File: config.mk
export PLATFORM = sky130hd
export DESIGN_NAME = fwd_source_pipe
export DESIGN_NICKNAME = d
export VERILOG_FILES = /design/src/rtl/fwd_source_pipe_pkg.sv /design/src/rtl/fwd_source_pipe_load_wait_fsm.sv /design/src/rtl/fwd_source_pipe.sv
export SDC_FILE = /design/constraint.sdc
export NUM_CORES = 1
export LEC_CHECK = 0
export BUFFER_PORTS_ARGS = -buffer_cell sky130_fd_sc_hd__buf_4
export CAP_MARGIN = 20
export CELL_PAD_IN_SITES_DETAIL_PLACEMENT = 1
export CELL_PAD_IN_SITES_GLOBAL_PLACEMENT = 2
export CORE_MARGIN = 2
export CORE_UTILIZATION = 34
export CTS_CLUSTER_DIAMETER = 30
export DETAILED_ROUTE_END_ITERATION = 8
export PLACE_DENSITY = 0.84
export SYNTH_ARGS = -nofsm -noshare
export SYNTH_HDL_FRONTEND = slang
export SYNTH_SLANG_ARGS = --single-unit
File: constraint.sdc
create_clock -name clk -period 4.2 [get_ports clk]
set_input_delay 0.42 -clock clk [delete_from_list [all_inputs] [get_ports clk]]
set_output_delay 0.42 -clock clk [all_outputs]
set_load 0.01 [all_outputs]
File: src/rtl/fwd_source_pipe_pkg.sv
// Shared types for the EX-stage forwarding source pipeline.
package fwd_source_pipe_pkg;

  localparam int unsigned REC_XLEN = 32;
  localparam int unsigned REC_AW   = 5;

  localparam logic [REC_AW-1:0] REG_ZERO = '0;

  typedef struct packed {
    logic                valid;
    logic [REC_AW-1:0]   rd;
    logic                we;
    logic                is_load;
    logic [REC_XLEN-1:0] data;
  } stage_rec_t;

  typedef enum logic [0:0] {
    IDLE      = 1'b0,
    LOAD_WAIT = 1'b1
  } load_state_e;

endpackage

File: src/rtl/fwd_source_pipe_load_wait_fsm.sv
// Tracks the outstanding MEM-stage load: request, wait stall and captured read data.
module load_wait_fsm
  import fwd_source_pipe_pkg::*;
#(
  parameter int unsigned XLEN = 32
) (
  input  logic            clk,
  input  logic            rst_n,
  input  logic            mem_load_pending,
  input  logic            freeze,
  input  logic            mem_load_ready,
  input  logic [XLEN-1:0] mem_load_data,
  output logic            mem_rd_req_c,
  output logic            load_wait_c,
  output logic [XLEN-1:0] load_data_c
);

  load_state_e     state_q, state_d;
  logic            done_q, done_d;
  logic [XLEN-1:0] cap_q, cap_d;

  always_ff @(posedge clk or negedge rst_n) begin
    if (!rst_n) begin
      state_q <= IDLE;
      done_q  <= 1'b0;
      cap_q   <= '0;
    end else begin
      state_q <= state_d;
      done_q  <= done_d;
      cap_q   <= cap_d;
    end
  end

  // done_q marks a load whose data arrived while the pipe was frozen.
  always_comb begin
    state_d = state_q;
    done_d  = done_q;
    cap_d   = cap_q;
    case (state_q)
      IDLE:      if (mem_load_pending && !done_q && !mem_load_ready) state_d = LOAD_WAIT;
      LOAD_WAIT: if (mem_load_ready || !mem_load_pending) state_d = IDLE;
      default:   state_d = IDLE;
    endcase
    if (mem_load_pending && !done_q && mem_load_ready) begin
      cap_d = mem_load_data;
      if (freeze) done_d = 1'b1;
    end
    if (!freeze) done_d = 1'b0;
  end

  always_comb begin
    mem_rd_req_c = mem_load_pending && !done_q;
    load_wait_c  = mem_load_pending && !done_q && !mem_load_ready;
    load_data_c  = done_q ? cap_q : mem_load_data;
  end

endmodule

File: src/rtl/fwd_source_pipe.sv
// MEM/WB destination records feeding the operand forwarding units, plus load stalls.
module fwd_source_pipe
  import fwd_source_pipe_pkg::*;
#(
  parameter int unsigned XLEN   = 32,
  parameter int unsigned REG_AW = 5
) (
  input  logic              clk,
  input  logic              rst_n,
  input  logic              ex_valid,
  input  logic [REG_AW-1:0] ex_rd,
  input  logic              ex_we,
  input  logic              ex_is_load,
  input  logic [XLEN-1:0]   ex_alu_out,
  input  logic              flush,
  input  logic              freeze,
  input  logic [XLEN-1:0]   mem_load_data,
  input  logic              mem_load_ready,
  input  logic [REG_AW-1:0] id_rs1,
  input  logic [REG_AW-1:0] id_rs2,
  input  logic              id_rs1_valid,
  input  logic              id_rs2_valid,
  output logic              Write_Enable_MEM,
  output logic [REG_AW-1:0] rd_MEM,
  output logic [XLEN-1:0]   Alu_Out_MEM,
  output logic              Write_Enable_WB,
  output logic [REG_AW-1:0] rd_WB,
  output logic [XLEN-1:0]   Loaded_Data_WB,
  output logic [XLEN-1:0]   mem_addr,
  output logic              mem_rd_req,
  output logic              stall
);

  stage_rec_t      mem_q, wb_q, ex_rec_c;
  logic            load_wait_c, mem_rd_req_c, load_use_c, wb_unused_c;
  logic [XLEN-1:0] load_data_c;

  load_wait_fsm #(.XLEN(XLEN)) u_load_wait_fsm (
    .clk              (clk),
    .rst_n            (rst_n),
    .mem_load_pending (mem_q.valid & mem_q.is_load),
    .freeze           (freeze),
    .mem_load_ready   (mem_load_ready),
    .mem_load_data    (mem_load_data),
    .mem_rd_req_c     (mem_rd_req_c),
    .load_wait_c      (load_wait_c),
    .load_data_c      (load_data_c)
  );

  // A write to x0 is never forwardable, so its enable is dropped at capture.
  always_comb begin
    ex_rec_c         = '0;
    ex_rec_c.valid   = ex_valid & ~flush;
    ex_rec_c.rd      = REC_AW'(ex_rd);
    ex_rec_c.we      = ex_we & (ex_rd != REG_AW'(REG_ZERO));
    ex_rec_c.is_load = ex_is_load;
    ex_rec_c.data    = REC_XLEN'(ex_alu_out);
  end

  always_comb begin
    load_use_c = ex_valid && ex_is_load && ex_we && (ex_rd != REG_AW'(REG_ZERO)) &&
                 (((ex_rd == id_rs1) && id_rs1_valid) || ((ex_rd == id_rs2) && id_rs2_valid));
  end

  // freeze holds everything; a waiting load holds MEM and bubbles WB.
  always_ff @(posedge clk or negedge rst_n) begin
    if (!rst_n) begin
      mem_q <= '0;
      wb_q  <= '0;
    end else if (!freeze) begin
      if (load_wait_c) begin
        wb_q <= '0;
      end else begin
        wb_q.valid   <= mem_q.valid;
        wb_q.rd      <= mem_q.rd;
        wb_q.we      <= mem_q.valid & mem_q.we;
        wb_q.is_load <= mem_q.is_load;
        wb_q.data    <= mem_q.is_load ? REC_XLEN'(load_data_c) : mem_q.data;
        mem_q        <= ex_rec_c;
      end
    end
  end

  always_comb begin
    Write_Enable_MEM = mem_q.valid & mem_q.we & ~mem_q.is_load;
    rd_MEM           = REG_AW'(mem_q.rd);
    Alu_Out_MEM      = XLEN'(mem_q.data);
    mem_addr         = XLEN'(mem_q.data);
    Write_Enable_WB  = wb_q.we;
    rd_WB            = REG_AW'(wb_q.rd);
    Loaded_Data_WB   = XLEN'(wb_q.data);
    mem_rd_req       = mem_rd_req_c;
    stall            = load_use_c | load_wait_c;
    wb_unused_c      = wb_q.valid ^ wb_q.is_load;
  end

endmodule

==> load_flow_metrics.sql <==
INSERT INTO impl_metrics (metric_group, metric, value, unit) VALUES
('sta', 'timing_worst_slew_pin_value', '626.4', 'ps'),
('place', 'place_hpwl', '9.866', 'mm'),
('floorplan', 'die-area', '17460', 'um2'),
('final_layout', 'final_nets', '686', ''),
('critical_path', 'worstPathArrival', '1780', 'ps'),
('critical_path', 'critical_path.endpoint_type', 'primary output', ''),
('critical_path', 'worst_path_max_delay_cell', 'nor4_1', ''),
('final_layout', 'drive_above_1_share', '48.84', '%'),
('detailed_routing', 'avgRoutedWirePerCell', '17.30', 'um'),
('floorplan', 'floorplan.die.height', '132.1', 'um'),
('clock_tree', 'clock_tree.root_cell', 'clkbuf_16', ''),
('sta', 'rsz0062_at_grt', 'no', ''),
('clock_tree', 'tritoncts', 'built', ''),
('critical_path', 'cp_data_required_time', '3780', 'ps'),
('yosys', 'synth.yosys.seq_area_share', '49.75', '%'),
('final_layout', 'most_common_cell_after_layout_fill_and_taps_aside', 'buf_4', ''),
('clock_tree', 'h-tree-depth', '3', ''),
('yosys', 'synth-edff-count', '0', ''),
('detailed_routing', 'route.detailed.drc', '0', ''),
('floorplan', 'pin_count', '199', ''),
('clock_tree', 'clock_insertion_delay_worst_skew', '350', 'ps'),
('power', 'pwr_density_cell', '447.7', 'nW/um2'),
('final_layout', 'utilization', '44.09', '%'),
('detailed_routing', 'postRouteAntennaNets', '0', ''),
('place', 'placement.io_buffers', '198', ''),
('detailed_routing', 'route.final.wire_length', '14.15', 'mm'),
('sta', 'final.setup_skew', '10.38', 'ps'),
('outcome', 'run_status', 'finished, final reports clean', ''),
('grt', 'pin_count_of_the_biggest_net_entering_global_routing', '83', ''),
('detailed_routing', 'routed-via-count', '3863', ''),
('sta', 'period_minus_slack', '2200', 'ps'),
('clock_tree', 'cts.repair_timing.setup_buffer_count', '0', ''),
('yosys', 'synth.lib_cells_used.distinct', '29', ''),
('final_layout', 'layout_common_cells', 'buf_4 (202), dfrtp_1 (109), nand2_1 (69), o21ai_0 (63), mux2_2 (37)', ''),
('critical_path', 'reg2reg_slack', '2470', 'ps'),
('power', 'static-leakage-power', '3.336', 'nW'),
('sta', 'timing.setup.tns', '0', 'ps'),
('clock_tree', 'cts.hold.buffers_added', '0', ''),
('grt', 'grt_first_pass_wirelength', '22.43', 'mm'),
('critical_path', 'timing.critical_path.slowest_cell_delay', '380', 'ps'),
('final_layout', 'filler_cell_count', '1751', ''),
('sta', 'fin_crit_sh', '52.38', '%'),
('critical_path', 'worst-setup-path-type', 'input port to primary output', ''),
('grt', 'initial_antenna_violation_count', '0', ''),
('sta', 'timing_max_transition_violations_final', '0', ''),
('yosys', 'postSynthRegisterBits', '111', ''),
('sta', 'max-slew-margin-rel', '58.24', '%'),
('place', 'gp_routability_congestion', '0.8207', ''),
('run', 'timing.max_cap.violations', '0', ''),
('detailed_routing', 'firstDrtPassIters', '4', ''),
('floorplan', 'die_width', '132.1', 'um'),
('critical_path', 'worstSetupStartpointType', 'input port', ''),
('clock_tree', 'clkSinkCount', '111', ''),
('clock_tree', 'cts_buffers', '9', ''),
('yosys', 'post_synthesis_async_set_or_reset_flop_share', '100.0', '%'),
('power', 'ir_drop', '0.0001919', 'V'),
('grt', 'first_global_vias', '4144', ''),
('final_layout', 'combined_area_of_the_multi_input_logic_cells', '2082', 'um2'),
('clock_tree', 'clk_pin_slew_worst_paths', '80', 'ps'),
('sta', 'fmaxAchievable', '454.6', 'MHz'),
('final_layout', 'antennaDiodeCount', '0', ''),
('yosys', 'synthesized_area_per_cell', '11.73', 'um2'),
('detailed_routing', 'detail_route.vias_per_cell', '4.722', ''),
('sta', 'endpoints_failing_hold', '0', ''),
('floorplan', 'design.core.area', '15940', 'um2'),
('clock_tree', 'cts_resized', '0', ''),
('floorplan', 'rows', '46', ''),
('grt', 'gr-usage-all-layers', '16.28', '%'),
('yosys', 'yosysWarningCount', '0', ''),
('detailed_routing', 'drtIter0Drc', '150', ''),
('yosys', 'synth_area', '5583', 'um2'),
('final_layout', 'synthToLayoutAreaGrowth', '25.91', '%'),
('final_layout', 'register_area', '2780', 'um2'),
('floorplan', 'floorplan.initialDensity', '35.02', '%'),
('yosys', 'yosys_most_used_dff', 'dfrtp_1', ''),
('critical_path', 'path_common_cell', 'buf_4', ''),
('clock_tree', 'ctsLongestPathBuffers', '2', ''),
('yosys', 'mappedNetlistNets', '565', ''),
('yosys', 'synth_cells', '476', ''),
('hold_path', 'worstHoldPathType', 'input port to flip-flop', ''),
('critical_path', 'timing.critical_path.cells', 'buf_4 > xor2_1 > nor4_1 > a32oi_1 > o32ai_1 > buf_4', ''),
('sta', 'setup_viol_count_final', '0', ''),
('critical_path', 'worst-path-max-fanout', '4', ''),
('grt', 'global_route.overflow_total', '0', '');
state kept, by name, summed over array words and instances (netlist names):
| register | cells |
|---|---|
| Loaded_Data_WB | 32 |
| rd_WB | 5 |
| rd_MEM | 5 |
| u_load_wait_fsm.cap_q | 32 |
| Alu_Out_MEM | 32 |
| u_load_wait_fsm.done_q | 1 |
| Write_Enable_WB | 1 |
| mem_q | 3 |
final timing paths:
path / startpoint / end / cells past startpoint
setup / recovery: ex_rd[3] / stall / 6
max in group asynchronous: rst_n / u_load_wait_fsm.cap_q[2] / 4
hold reg to reg: Loaded_Data_WB[25] / Loaded_Data_WB[25] / 2
setup reg to reg: u_load_wait_fsm.done_q / Alu_Out_MEM[8] / 4
hold / removal: ex_alu_out[2] / Alu_Out_MEM[2] / 2
min in group asynchronous: rst_n / Alu_Out_MEM[27] / 2
metrics by stage:
step	power [mW]	instance area [um2]	worst slack [ps]	hold WS, ps	std cells
final	3.147	7029	2000	290.3	818
after global routing	3.323	7029	1824	276.3	818
after CTS	3.194	6992	2001	273.8	816
after detailed placement	2.257	6676	2025	477.2	800
after global placement	2.215	6676	2198	468.9	800
after floorplan	1.951	5583	2425	124.4	476
synth_stat cells, types with 6 or more instances:
library cell | n | share of area (%)
xor2_1 | 8 | 1.3
buf_4 | 69 | 9.3
o21ai_0 | 63 | 5.6
nand2_1 | 69 | 4.6
clkbuf_1 | 10 | 0.67
buf_6 | 6 | 1.2
dfrtp_1 | 111 | 50
mux2_4 | 33 | 8.9
mux2_2 | 37 | 7.5
mux2i_1 | 32 | 5.7
where the power goes:
group	switching (mW)	leakage (nW)	internal, mW
clock	0.400	0.154	0.525
combinational	0.336	1.85	0.449
sequential	0.144	1.33	1.29
total	0.879	3.34	2.27
layout make-up:
type                            instances  area share [%]
Tap cell                              216           3.845
Timing Repair Buffer                  205           22.39
Multi-Input combinational cell        268           29.62
Clock inverter                          5           1.175
Sequential cell                       111           39.55
Inverter                                2          0.1068
Clock buffer                           11           3.311
worst max-delay path: cells and delay by family:
kind | cells | cell delay, ps
compound gates | 2 | 520
simple gates | 1 | 380
buf+inv | 2 | 300
xor+xnor | 1 | 160
per-layer routing:
metal | global-route usage [%] | share of wire [%] | vias up
li1 | - | - | 1787
met1 | 18.40 | 39 | 1934
met2 | 28.96 | 52 | 120
met3 | 4.268 | 5.8 | 22
met4 | 7.005 | 2.5 | 0
met5 | 0 | 0 | -
logic make-up (layout without fill, tap and decap cells):
logic type / after synthesis / in the layout / share of synthesized area, %
compound gates: 77 / 77 / 7.665
flops: 111 / 111 / 49.75
simple gates: 79 / 79 / 5.984
xor+xnor: 10 / 10 / 1.569
buf+inv: 97 / 223 / 12.95
mux: 102 / 102 / 22.08
Note: power is estimated with default switching activity, not from simulation.
